**src/rtl/apb_simple_requester_if.sv**
```systemverilog
// APB bus bundle between one requester and one completer.
interface apb_simple_requester_if #(
  parameter int ADDR_WIDTH = 16,
  parameter int DATA_WIDTH = 16
);
  logic                    psel;
  logic                    penable;
  logic                    pwrite;
  logic [ADDR_WIDTH-1:0]   paddr;
  logic [DATA_WIDTH-1:0]   pwdata;
  logic [DATA_WIDTH/8-1:0] pstrb;
  logic [2:0]              pprot;
  logic [DATA_WIDTH-1:0]   prdata;
  logic                    pready;
  logic                    pslverr;

  modport requester (
    output psel, penable, pwrite, paddr, pwdata, pstrb, pprot,
    input  prdata, pready, pslverr
  );

  modport completer (
    input  psel, penable, pwrite, paddr, pwdata, pstrb, pprot,
    output prdata, pready, pslverr
  );
endinterface

```
**src/rtl/apb_simple_requester.sv**
```systemverilog
// Single-outstanding APB requester: turns one request strobe into a SETUP/ACCESS
// transfer and reports completion, completer error or timeout.
module apb_simple_requester #(
  parameter int ADDR_WIDTH = 16,
  parameter int TIMEOUT    = 255
) (
  input  logic                  clk,
  input  logic                  rst,
  input  logic                  req_en,
  input  logic                  req_write,
  input  logic [ADDR_WIDTH-1:0] req_addr,
  input  logic [15:0]           req_wdata,
  output logic                  req_ready,
  output logic                  rsp_valid,
  output logic [15:0]           rsp_rdata,
  output logic                  rsp_err,
  output logic                  rsp_timeout,
  apb_simple_requester_if.requester apb
);

  localparam int CW = $clog2(TIMEOUT + 1);
  localparam logic [CW-1:0] LAST_WAIT = CW'(TIMEOUT - 1);

  localparam logic [1:0] IDLE   = 2'd0;
  localparam logic [1:0] SETUP  = 2'd1;
  localparam logic [1:0] ACCESS = 2'd2;

  if ($bits(apb.pwdata) != 16) begin : g_bad_data_width
    $error("apb_simple_requester: APB data width must be 16");
  end
  if (TIMEOUT < 1 || TIMEOUT > 65535) begin : g_bad_timeout
    $error("apb_simple_requester: TIMEOUT must be within 1..65535");
  end

  logic [1:0]            state;
  logic [CW-1:0]         wait_cnt;
  logic                  psel_q;
  logic                  penable_q;
  logic                  pwrite_q;
  logic [ADDR_WIDTH-1:0] paddr_q;
  logic [15:0]           pwdata_q;
  logic                  rsp_valid_q;
  logic [15:0]           rsp_rdata_q;
  logic                  rsp_err_q;
  logic                  rsp_timeout_q;

  // wait_cnt holds the number of ACCESS cycles already spent without pready.
  always_ff @(posedge clk) begin
    if (rst) begin
      state         <= IDLE;
      wait_cnt      <= '0;
      psel_q        <= 1'b0;
      penable_q     <= 1'b0;
      pwrite_q      <= 1'b0;
      paddr_q       <= '0;
      pwdata_q      <= '0;
      rsp_valid_q   <= 1'b0;
      rsp_rdata_q   <= '0;
      rsp_err_q     <= 1'b0;
      rsp_timeout_q <= 1'b0;
    end else begin
      rsp_valid_q <= 1'b0;
      case (state)
        IDLE: begin
          if (req_en) begin
            state     <= SETUP;
            psel_q    <= 1'b1;
            penable_q <= 1'b0;
            pwrite_q  <= req_write;
            paddr_q   <= req_addr;
            pwdata_q  <= req_wdata;
            wait_cnt  <= '0;
          end
        end
        SETUP: begin
          state     <= ACCESS;
          penable_q <= 1'b1;
        end
        ACCESS: begin
          if (apb.pready) begin
            state         <= IDLE;
            psel_q        <= 1'b0;
            penable_q     <= 1'b0;
            rsp_valid_q   <= 1'b1;
            rsp_rdata_q   <= pwrite_q ? 16'h0000 : apb.prdata;
            rsp_err_q     <= apb.pslverr;
            rsp_timeout_q <= 1'b0;
          end else if (wait_cnt == LAST_WAIT) begin
            state         <= IDLE;
            psel_q        <= 1'b0;
            penable_q     <= 1'b0;
            rsp_valid_q   <= 1'b1;
            rsp_rdata_q   <= 16'h0000;
            rsp_err_q     <= 1'b1;
            rsp_timeout_q <= 1'b1;
          end else begin
            wait_cnt <= wait_cnt + CW'(1);
          end
        end
        default: begin
          state     <= IDLE;
          psel_q    <= 1'b0;
          penable_q <= 1'b0;
        end
      endcase
    end
  end

  assign req_ready   = (state == IDLE);
  assign rsp_valid   = rsp_valid_q;
  assign rsp_rdata   = rsp_rdata_q;
  assign rsp_err     = rsp_err_q;
  assign rsp_timeout = rsp_timeout_q;

  assign apb.psel    = psel_q;
  assign apb.penable = penable_q;
  assign apb.pwrite  = pwrite_q;
  assign apb.paddr   = paddr_q;
  assign apb.pwdata  = pwdata_q;
  assign apb.pstrb   = '1;
  assign apb.pprot   = 3'b000;

endmodule

```
**src/flat_wrapper.sv**
```systemverilog
// flat-port wrapper written by rule: the top's interface ports become plain ports
module apb_simple_requester_flat 
#(
  parameter int ADDR_WIDTH = 16,
  parameter int TIMEOUT    = 255
)
  (clk, rst, req_en, req_write, req_addr, req_wdata, req_ready, rsp_valid, rsp_rdata, rsp_err, rsp_timeout, apb_psel, apb_penable, apb_pwrite, apb_paddr, apb_pwdata, apb_pstrb, apb_pprot, apb_prdata, apb_pready, apb_pslverr);
  apb_simple_requester_if #(.ADDR_WIDTH(ADDR_WIDTH), .DATA_WIDTH(16)) apb_i ();
  input  logic clk;
  input  logic rst;
  input  logic req_en;
  input  logic req_write;
  input  logic [ADDR_WIDTH-1:0] req_addr;
  input  logic [15:0] req_wdata;
  output logic req_ready;
  output logic rsp_valid;
  output logic [15:0] rsp_rdata;
  output logic rsp_err;
  output logic rsp_timeout;
  output wire logic [$bits(apb_i.psel)-1:0] apb_psel;
  output wire logic [$bits(apb_i.penable)-1:0] apb_penable;
  output wire logic [$bits(apb_i.pwrite)-1:0] apb_pwrite;
  output wire logic [$bits(apb_i.paddr)-1:0] apb_paddr;
  output wire logic [$bits(apb_i.pwdata)-1:0] apb_pwdata;
  output wire logic [$bits(apb_i.pstrb)-1:0] apb_pstrb;
  output wire logic [$bits(apb_i.pprot)-1:0] apb_pprot;
  input wire logic [$bits(apb_i.prdata)-1:0] apb_prdata;
  input wire logic [$bits(apb_i.pready)-1:0] apb_pready;
  input wire logic [$bits(apb_i.pslverr)-1:0] apb_pslverr;
  assign apb_psel = apb_i.psel;
  assign apb_penable = apb_i.penable;
  assign apb_pwrite = apb_i.pwrite;
  assign apb_paddr = apb_i.paddr;
  assign apb_pwdata = apb_i.pwdata;
  assign apb_pstrb = apb_i.pstrb;
  assign apb_pprot = apb_i.pprot;
  assign apb_i.prdata = apb_prdata;
  assign apb_i.pready = apb_pready;
  assign apb_i.pslverr = apb_pslverr;
  apb_simple_requester #(.ADDR_WIDTH(ADDR_WIDTH), .TIMEOUT(TIMEOUT)) u_core (.clk(clk), .rst(rst), .req_en(req_en), .req_write(req_write), .req_addr(req_addr), .req_wdata(req_wdata), .req_ready(req_ready), .rsp_valid(rsp_valid), .rsp_rdata(rsp_rdata), .rsp_err(rsp_err), .rsp_timeout(rsp_timeout), .apb(apb_i));
endmodule
```
**config.mk**
```make
export PLATFORM = sky130hd
export DESIGN_NAME = apb_simple_requester_flat
export DESIGN_NICKNAME = d
export VERILOG_FILES = /design/src/rtl/apb_simple_requester_if.sv /design/src/rtl/apb_simple_requester.sv /design/src/flat_wrapper.sv
export SDC_FILE = /design/constraint.sdc
export NUM_CORES = 1
export LEC_CHECK = 0
export CAP_MARGIN = 20
export CORE_UTILIZATION = 43
export DETAILED_ROUTE_END_ITERATION = 8
export PLACE_DENSITY = 0.94
export SLEW_MARGIN = 15
export SYNTH_ARGS = -nofsm -noshare
export SYNTH_HDL_FRONTEND = slang
export SYNTH_SLANG_ARGS = --single-unit
```
**constraint.sdc**
```tcl
create_clock -name clk -period 3.8 [get_ports clk]
set_clock_uncertainty 0.1 [all_clocks]
set_input_delay 0.38 -clock clk [delete_from_list [all_inputs] [get_ports clk]]
set_output_delay 0.38 -clock clk [all_outputs]
set_load 0.02 [all_outputs]
```
## Yosys cells after proc, flatten, opt, wreduce, memory -nomap -nowiden

Index checks and enable logic that the tools add are counted.

| operators by class | value |
|---|---|
| reductions and logical operators | 9 |
| add/sub/neg operators | 1 |
| muxes and demuxes | 22 |
| equal/unequal tests | 7 |
| bitwise logic cells | 2 |

Operators by type and width:

| operator | count |
|---|---|
| $mux W16 | 3 |
| $mux W8 | 3 |
| $pmux W8 S2 | 1 |
| $mux W1 | 9 |
| $add A8 B1 Y8 const B | 1 |
| $eq A8 B8 Y1 const B | 1 |
| $mux W2 | 3 |
| $ne A2 B2 Y1 const B | 3 |
| $pmux W1 S3 | 2 |
| $pmux W2 S3 | 1 |
| $reduce_and A2 Y1 | 3 |
| $reduce_and A4 Y1 | 1 |
| $reduce_bool A2 Y1 | 2 |
| $ne A3 B2 Y1 const B | 1 |
| $reduce_and A3 Y1 | 1 |
| $eq A2 B1 Y1 const B | 1 |
| $eq A2 B2 Y1 const B | 1 |
| $logic_not A2 Y1 | 1 |
| $not A1 Y1 | 2 |
| $reduce_or A2 Y1 | 1 |

| word-level totals | value |
|---|---|
| output and inout port bits | 60 |
| word-level logic and storage cells | 52 |
| register bits | 64 |
| input port bits | 54 |

## Depth between registers and ports, before layout

| depth | value |
|---|---|
| word-level depth | 4 |
| mapped depth | 7 |
| depth with buffers taken out | 6 |

## Worst setup path before layout

No wires, ideal clock.

| path | value |
|---|---|
| path type | reg2reg |
| start point | reg u_core.wait_cnt[0] |
| end point | reg u_core.wait_cnt[1] |
| library setup time | 0.070 ns |
| path buffers | 0 |
| period minus slack after synthesis | 1.615 ns |
| required time | 3.630 ns |
| arrival | 1.445 ns |
| cell stages (with the launch flop) | 7 |
| path slack | 2.185 ns |
| path through | dfxtp_1 inv_1 ha_1 nand3_1 o211ai_4 or4b_1 a21oi_1 |

| between the ends | value |
|---|---|
| cells in the longest elaborated chain, start to end | 4 |
| elaborated cells between the ends (all ways) | 7 |
| those cells by class | 1 x add/sub; 2 x eq/ne; 3 x mux; 1 x reduce/logical |

Ends and longest elaborated chain:

| element | line | source |
|---|---|---|
| start: declaration | apb_simple_requester.sv:36 | `logic [CW-1:0] wait_cnt;` |
| start signal: assignment | apb_simple_requester.sv:97 | `wait_cnt <= wait_cnt + CW'(1);` |
| $add A8 B1 Y8 | apb_simple_requester.sv:97 |  |
| $mux W8 | apb_simple_requester.sv:88 | `end else if (wait_cnt == LAST_WAIT) begin` |
| $mux W8 | apb_simple_requester.sv:80 | `if (apb.pready) begin` |
| $pmux W8 S2 | apb_simple_requester.sv:63 | `case (state)` |

Several ways; a longest one is shown, not always the timed one. The select of a mux whose other input is x is not followed.
A chain may end at the register's enable or synchronous reset.

==> results.sh <==
export IMPL_run_status="finished clean"
export IMPL_netlist_top_cell_by_area="dfxtp_1"
export IMPL_floorplan_die_area_um2=5820
export IMPL_worst_slew_pin_slew_ps=907
export IMPL_setup_violations=0
export IMPL_dominantRegCellSynth="dfxtp_1"
export IMPL_finish_net_count=424
export IMPL_grt_antenna_before_repair=0
export IMPL_post_synth_main_area_contributors="dfxtp_1 (53%), nand2_1 (11%), a21oi_1 (8.6%)"
export IMPL_post_cts_resize_count=0
export IMPL_mappedNetlistArea_um2=2370
export IMPL_std_cell_rows=26
export IMPL_grt_start_max_net_pins=50
export IMPL_synth_cell_types=35
export IMPL_core_area_um2=5200
export IMPL_synth_largest_type_area_fraction_pct=53.2
export IMPL_setup_total_negative_slack_ps=0
export IMPL_gp_congestion=0.778
export IMPL_die_h_um=76.3
export IMPL_cp_start_kind="register"
export IMPL_drt_wirelength_per_cell_um=13.4
export IMPL_synth_top_cells_by_count="nand2_1 (71), dfxtp_1 (63), a21oi_1 (41)"
export IMPL_max_cap_violations=0
export IMPL_synth_warnings=0
export IMPL_slew_viol_final=0
export IMPL_buffer_ports_inserted=108
export IMPL_drt_pre_antenna_iters=4
export IMPL_p_leak_nw=1.31
export IMPL_route_final_wire_length_um=5920
export IMPL_drc_violation_total_after_the_first_tritonroute_iteration=81
export IMPL_power_density_nw_per_um2=417
export IMPL_drive_above_1_share_pct=6.70
export IMPL_cts_sink_count=63
export IMPL_ir_worst_vdd_mv=0.284
export IMPL_synth_ff_latch_count=63
export IMPL_clock_insertion_delay_worst_skew_ps=330
export IMPL_overflow=0
export IMPL_arrival_ps=1570
export IMPL_maximum_buffer_depth_of_the_clock_tree=2
export IMPL_floorplan_initialDensity_pct=45.6
export IMPL_ios=114
export IMPL_dp_hpwl_um=4050
export IMPL_dieWidth_um=76.3
export IMPL_h_tree_depth=3
export IMPL_postCtsSetupRepairBufs=0
export IMPL_global_router_s_overall_resource_usage_pct=21.8
export IMPL_drt_vias_per_instance=5.07
export IMPL_period_needed_ps=2050
export IMPL_cpPeakStageDelay_ps=650
export IMPL_syn_area_per_cell_um2=8.88
export IMPL_synthMostInstantiatedCell="nand2_1"
export IMPL_antenna_cells_inserted=0
export IMPL_first_global_vias=2235
export IMPL_tritoncts="done"
export IMPL_synthToLayoutAreaGrowth_pct=53.0
export IMPL_slowest_stage="clkdlybuf4s50_1"
export IMPL_crit_chain="nor2_1, clkdlybuf4s50_1"
export IMPL_critPathTopFamily="buffers and inverters"
export IMPL_timing_critical_path_to_type="output port"
export IMPL_detailroute_via_count=2246
export IMPL_asyncSetResetFlopFracSynth_pct=0
export IMPL_slew_limit_headroom_pct=39.5
export IMPL_ctsRootBufferMaster="clkbuf_8"
export IMPL_worst_setup_path_type="register to output port"
export IMPL_fmax_mhz=488
export IMPL_timing_final_crit_share_pct=53.9
export IMPL_global_route_wire_length_before_repair_um=10200
export IMPL_numCtsBuffers=9
export IMPL_crit_buf_inv=1
export IMPL_cts_hold_repair_buffers=0
export IMPL_path_class_of_the_lowest_slack_min_delay_path="register to register"
export IMPL_route_detailed_drc=0
export IMPL_power_total_mw=1.51
export IMPL_synth_edff_count=0
export IMPL_final_antenna_net_count=0
export IMPL_worst_ep_required_time_ps=3320
export IMPL_critical_path_peak_fanout=6
export IMPL_grt_setup_unrepaired="no"
export IMPL_finalHoldViolations=0
export IMPL_syn_instance_count=267
export IMPL_synth_seq_area_share_pct=53.2
export IMPL_clk_transition_reported_paths_ps=70
-- layer usage --
metal | part of all wire (%) | GRT usage (%) | routed length [um]
met4 | 2.2 | 11.3 | 133
met5 | 0 | 0 | 0
met1 | 41 | 24.5 | 2450
met3 | 8.5 | 8.50 | 506
met2 | 48 | 35.7 | 2830
-- placed cells by master (no fill, tap or decap), types with 3 or more instances in the layout --
master / n
dfxtp_1: 63
clkbuf_8: 10
a21oi_1: 41
nand2_1: 71
a31oi_1: 3
nand3_1: 14
nor2_1: 6
clkdlybuf4s50_1: 107
clkinvlp_4: 3
conb_1: 5
a22o_1: 16
-- layout make-up --
class | instances | area (um2)
Clock buffer | 11 | 141
Clock inverter | 5 | 57.6
Fill cell | 413 | 1580
Inverter | 2 | 7.51
Multi-Input combinational cell | 183 | 990
Sequential cell | 63 | 1260
Tap cell | 70 | 87.6
Timing Repair Buffer | 109 | 1080
-- per-stage QoR --
stage | hold WS [ps] | worst slack [ps] | instance area (um2) | util, % | std cells
2_1_floorplan | 367 | 2180 | 2380 | - | 270
5_1_grt | 379 | 1650 | 3630 | 69.7 | 443
6_report | 356 | 1750 | 3630 | 69.7 | 443
4_1_cts | 355 | 1710 | 3630 | 69.7 | 443
3_3_place_gp | 341 | 1570 | 3430 | 65.9 | 427
3_5_place_dp | 345 | 1440 | 3430 | 65.9 | 427
-- worst register-to-register path, stage by stage, from the launching register on --
cell and delay, ps:
dfxtp_1 380, inv_1 70, ha_1 200, nand3_1 180
o21ai_2 110, a21oi_2 550, a22o_1 240
-- state kept, by name, indices dropped and copies added (netlist names) --
register,cells
u_core.state,1
u_core.rsp_rdata,16
u_core.apb.paddr,16
u_core.apb.pwdata,16
u_core.rsp_err,1
u_core.rsp_valid,1
u_core.apb.psel,1
u_core.wait_cnt,8
u_core.rsp_timeout,1
u_core.apb.pwrite,1
u_core.apb.penable,1
-- final timing paths --
path	start	endpoint	slack, ps	cells past startpoint
worst max register to register	u_core.wait_cnt[0]	u_core.rsp_rdata[3]	1920	6
worst min-delay path	u_core.apb.pwdata[3]	u_core.apb.pwdata[3]	360	2
worst min register to register	u_core.apb.pwdata[3]	u_core.apb.pwdata[3]	360	2
worst max-delay path	u_core.apb.penable	req_ready	1750	2
-- power by group --
part | switching [mW] | internal [mW] | total [mW]
sequential | 0.0167 | 0.690 | 0.706
clock | 0.255 | 0.320 | 0.575
combinational | 0.116 | 0.116 | 0.233
total | 0.388 | 1.13 | 1.51
-- logic make-up after synthesis --
| group | Yosys count | synth area share, % |
|---|---|---|
| AO/OA/AOI/OAI | 69 | 18.9 |
| buffers and inverters | 24 | 5.64 |
| AND/OR/NAND/NOR | 107 | 20.9 |
| flip-flops | 63 | 53.2 |
| other | 2 | 0.317 |
| adder cells (fa/ha/maj) | 2 | 1.05 |
(Power assumes the default switching activity.)
==> patch (same flow settings) <==
`TIMEOUT` is set to 255 in 2 places; all go to 510.
--- a/src/rtl/apb_simple_requester.sv
+++ b/src/rtl/apb_simple_requester.sv
@@ -3,5 +3,5 @@
 module apb_simple_requester #(
   parameter int ADDR_WIDTH = 16,
-  parameter int TIMEOUT    = 255
+  parameter int TIMEOUT    = 510
 ) (
   input  logic                  clk,
--- a/src/flat_wrapper.sv
+++ b/src/flat_wrapper.sv
@@ -3,5 +3,5 @@
 #(
   parameter int ADDR_WIDTH = 16,
-  parameter int TIMEOUT    = 255
+  parameter int TIMEOUT    = 510
 )
   (clk, rst, req_en, req_write, req_addr, req_wdata, req_ready, rsp_valid, rsp_rdata, rsp_err, rsp_timeout, apb_psel, apb_penable, apb_pwrite, apb_paddr, apb_pwdata, apb_pstrb, apb_pprot, apb_prdata, apb_pready, apb_pslverr);
Function: no difference found for any inputs over 4 cycles, from zero or initial values and one cycle with rst high; that may be too few to reach the edited logic, so the function may still have changed.
==> patch against the original RTL <==
Worst setup slack worse by 0.036 ns; sequential cell count up 1; critical path depth increased by 3; combinational power grew 3%; first-iteration DRC count grew 64%; total power up 3.0%; synthesized area grew 1.8%; largest power group unchanged; routed wire length rose by 6.2%; utilization up 1.0 points; largest cell class unchanged; design area up 2.8%; non-clock buffer count is 1 higher.
==> patch: results (changes against the original RTL) <==
Placement
  – Gpl congestion: 0.8337 (was 0.7775)
  – DP HPWL: 4343 um (was 4051 um)
  – Place WS: 1.273 ns (was 1.443 ns)
  – # port buffers: 108 (unchanged)
  – Dpl cells: 437 (was 427)

Routing
  – Vias per cell: 5.018 (was 5.070)
  – Highest metal used: met4 (unchanged)
  – Avg WL per Cell: 13.91 um (was 13.36 um)
  – Starting DRC count in detailed routing: 133 (was 81)
  – Met3 WL: 473 um (was 506 um)
  – TritonRoute pass-1 iters: 4 (unchanged)
  – Met2 WL: 2987 um (was 2827 um)
  – Post-Route M1 WL: 2690 um (was 2451 um)

Critical path
  – Critical path data arrival time: 2.25 ns (was 1.57 ns)
  – Max FO, Critical Path: 10 (was 6)

Logic synthesis
  – Multiplexer area fraction after synthesis: 0.4143% (was 0%)
  – Ys Warns: 0 (unchanged)
  – Ys async rst share: 0% (unchanged)
  – Netlist cell types: 39 (was 35)
  – Post-synth top cells: nand2_1 (75), dfxtp_1 (64), a21oi_1 (37) (was nand2_1 (71), dfxtp_1 (63), a21oi_1 (41))
  – Synth Instances: 274 (was 267)
  – Synth area leaders: dfxtp_1 (53%), nand2_1 (12%), a21oi_1 (7.7%), a22o_1 (5.8%), nand3_1 (1.9%) (was dfxtp_1 (53%), nand2_1 (11%), a21oi_1 (8.6%), a22o_1 (5.9%), nand3_1 (3.0%))
  – Post-synth EDFFs: 0 (unchanged)
  – Adder-cell share of the synthesized area: 1.036% (was 1.055%)
  – Post-synthesis sequential area ratio: 53.03% (was 53.16%)
  – Post-synthesis compound-gate area fraction: 19.06% (was 18.88%)

Timing
  – Slew @ Worst Pin: 0.9480 ns (was 0.9074 ns)

Clocking
  – Max Buffers Root-to-Sink: 2 (unchanged)
  – H-tree levels: 3 (unchanged)
  – Post-CTS Resized: 0 (unchanged)
  – Clk_lat worst skew: 0.33 ns (about the same)

GRT
  – Vias in the first global route: 2248 (was 2235)
  – First-pass GRT wire length: 10140 um (was 10160 um)
  – Total GRT Usage: 21.54% (was 21.81%)
  – Initial antenna violation count: 0 (unchanged)
  – Largest net degree at the start of global routing: 36 (was 50)

Final layout
  – Finished Layout Cells: 452 (was 443)
  – Filler instances: 408 (was 413)
  – Final nets: 434 (was 424)
  – Share of cells above drive strength 1: 7.330% (was 6.702%)

Status
  – Status: finished clean (unchanged)

Power and ir drop
  – Max VDD drop: 0.2918 mV (was 0.2836 mV)
  – Leak pwr: 1.398 nW (was 1.313 nW)
  – Net Sw Power: 384.0 uW (was 388.4 uW)

Min path
  – Hold WC Path Type: reg -> reg (unchanged)
-- patch: changes by cell type after synthesis, moves of 3 or more --
cell,unedited run,this run
nand3_1,14,9
a21oi_1,41,37
nand2_1,71,75
clkbuf_1,8,11
nand4_1,0,3
o211ai_1,0,3
-- patch: per-layer routing --
metal,up-vias,track usage (%)
li1,1137,-
met1,1033,25.11
met2,86,35.36
met3,12,7.024
met4,0,10.58
met5,-,0
-- patch: power groups by stage --
stage | sequential (mW) | clock, mW | combinational, mW
finish | 0.719 | 0.601 | 0.239
global route | 0.722 | 0.644 | 0.255
CTS | 0.719 | 0.614 | 0.240
detailed placement | 0.734 | 0 | 0.239
global placement | 0.732 | 0 | 0.235
floorplan | 0.765 | 0 | 0.0803
-- patch: path summary, 6_finish.rpt --
path	startpoint	end	slack [ns]	cells past startpoint
worst max register to register	u_core.apb.penable	u_core.rsp_rdata[2]	1.74	4
worst min register to register	u_core.apb.paddr[7]	u_core.apb.paddr[7]	0.35	2
worst min-delay path	u_core.apb.paddr[7]	u_core.apb.paddr[7]	0.35	2
worst max-delay path	rst	u_core.wait_cnt[6]	1.72	5
-- patch: metrics by stage --
| step | power, mW | instance area (um2) |
|---|---|---|
| CTS | 1.573 | 3725 |
| floorplan | 0.8451 | 2427 |
| finish | 1.560 | 3729 |
| global route | 1.621 | 3729 |
| global placement | 0.9670 | 3518 |
| detailed placement | 0.9734 | 3518 |
-- patch: cell type report --
class	instances	area share [%]
tap	70	2.349
multi-input combinational	189	27.95
clock inverter	2	1.007
clock buffer	13	4.530
inverter	4	0.4027
timing repair buffer	110	29.40
sequential	64	34.36
-- patch: critical path: stages --
cell             delay, ns
clkdlybuf4s50_1       0.62
nor3b_4               0.44
o211ai_4              0.20
or4_1                 0.51
nand3_1               0.09
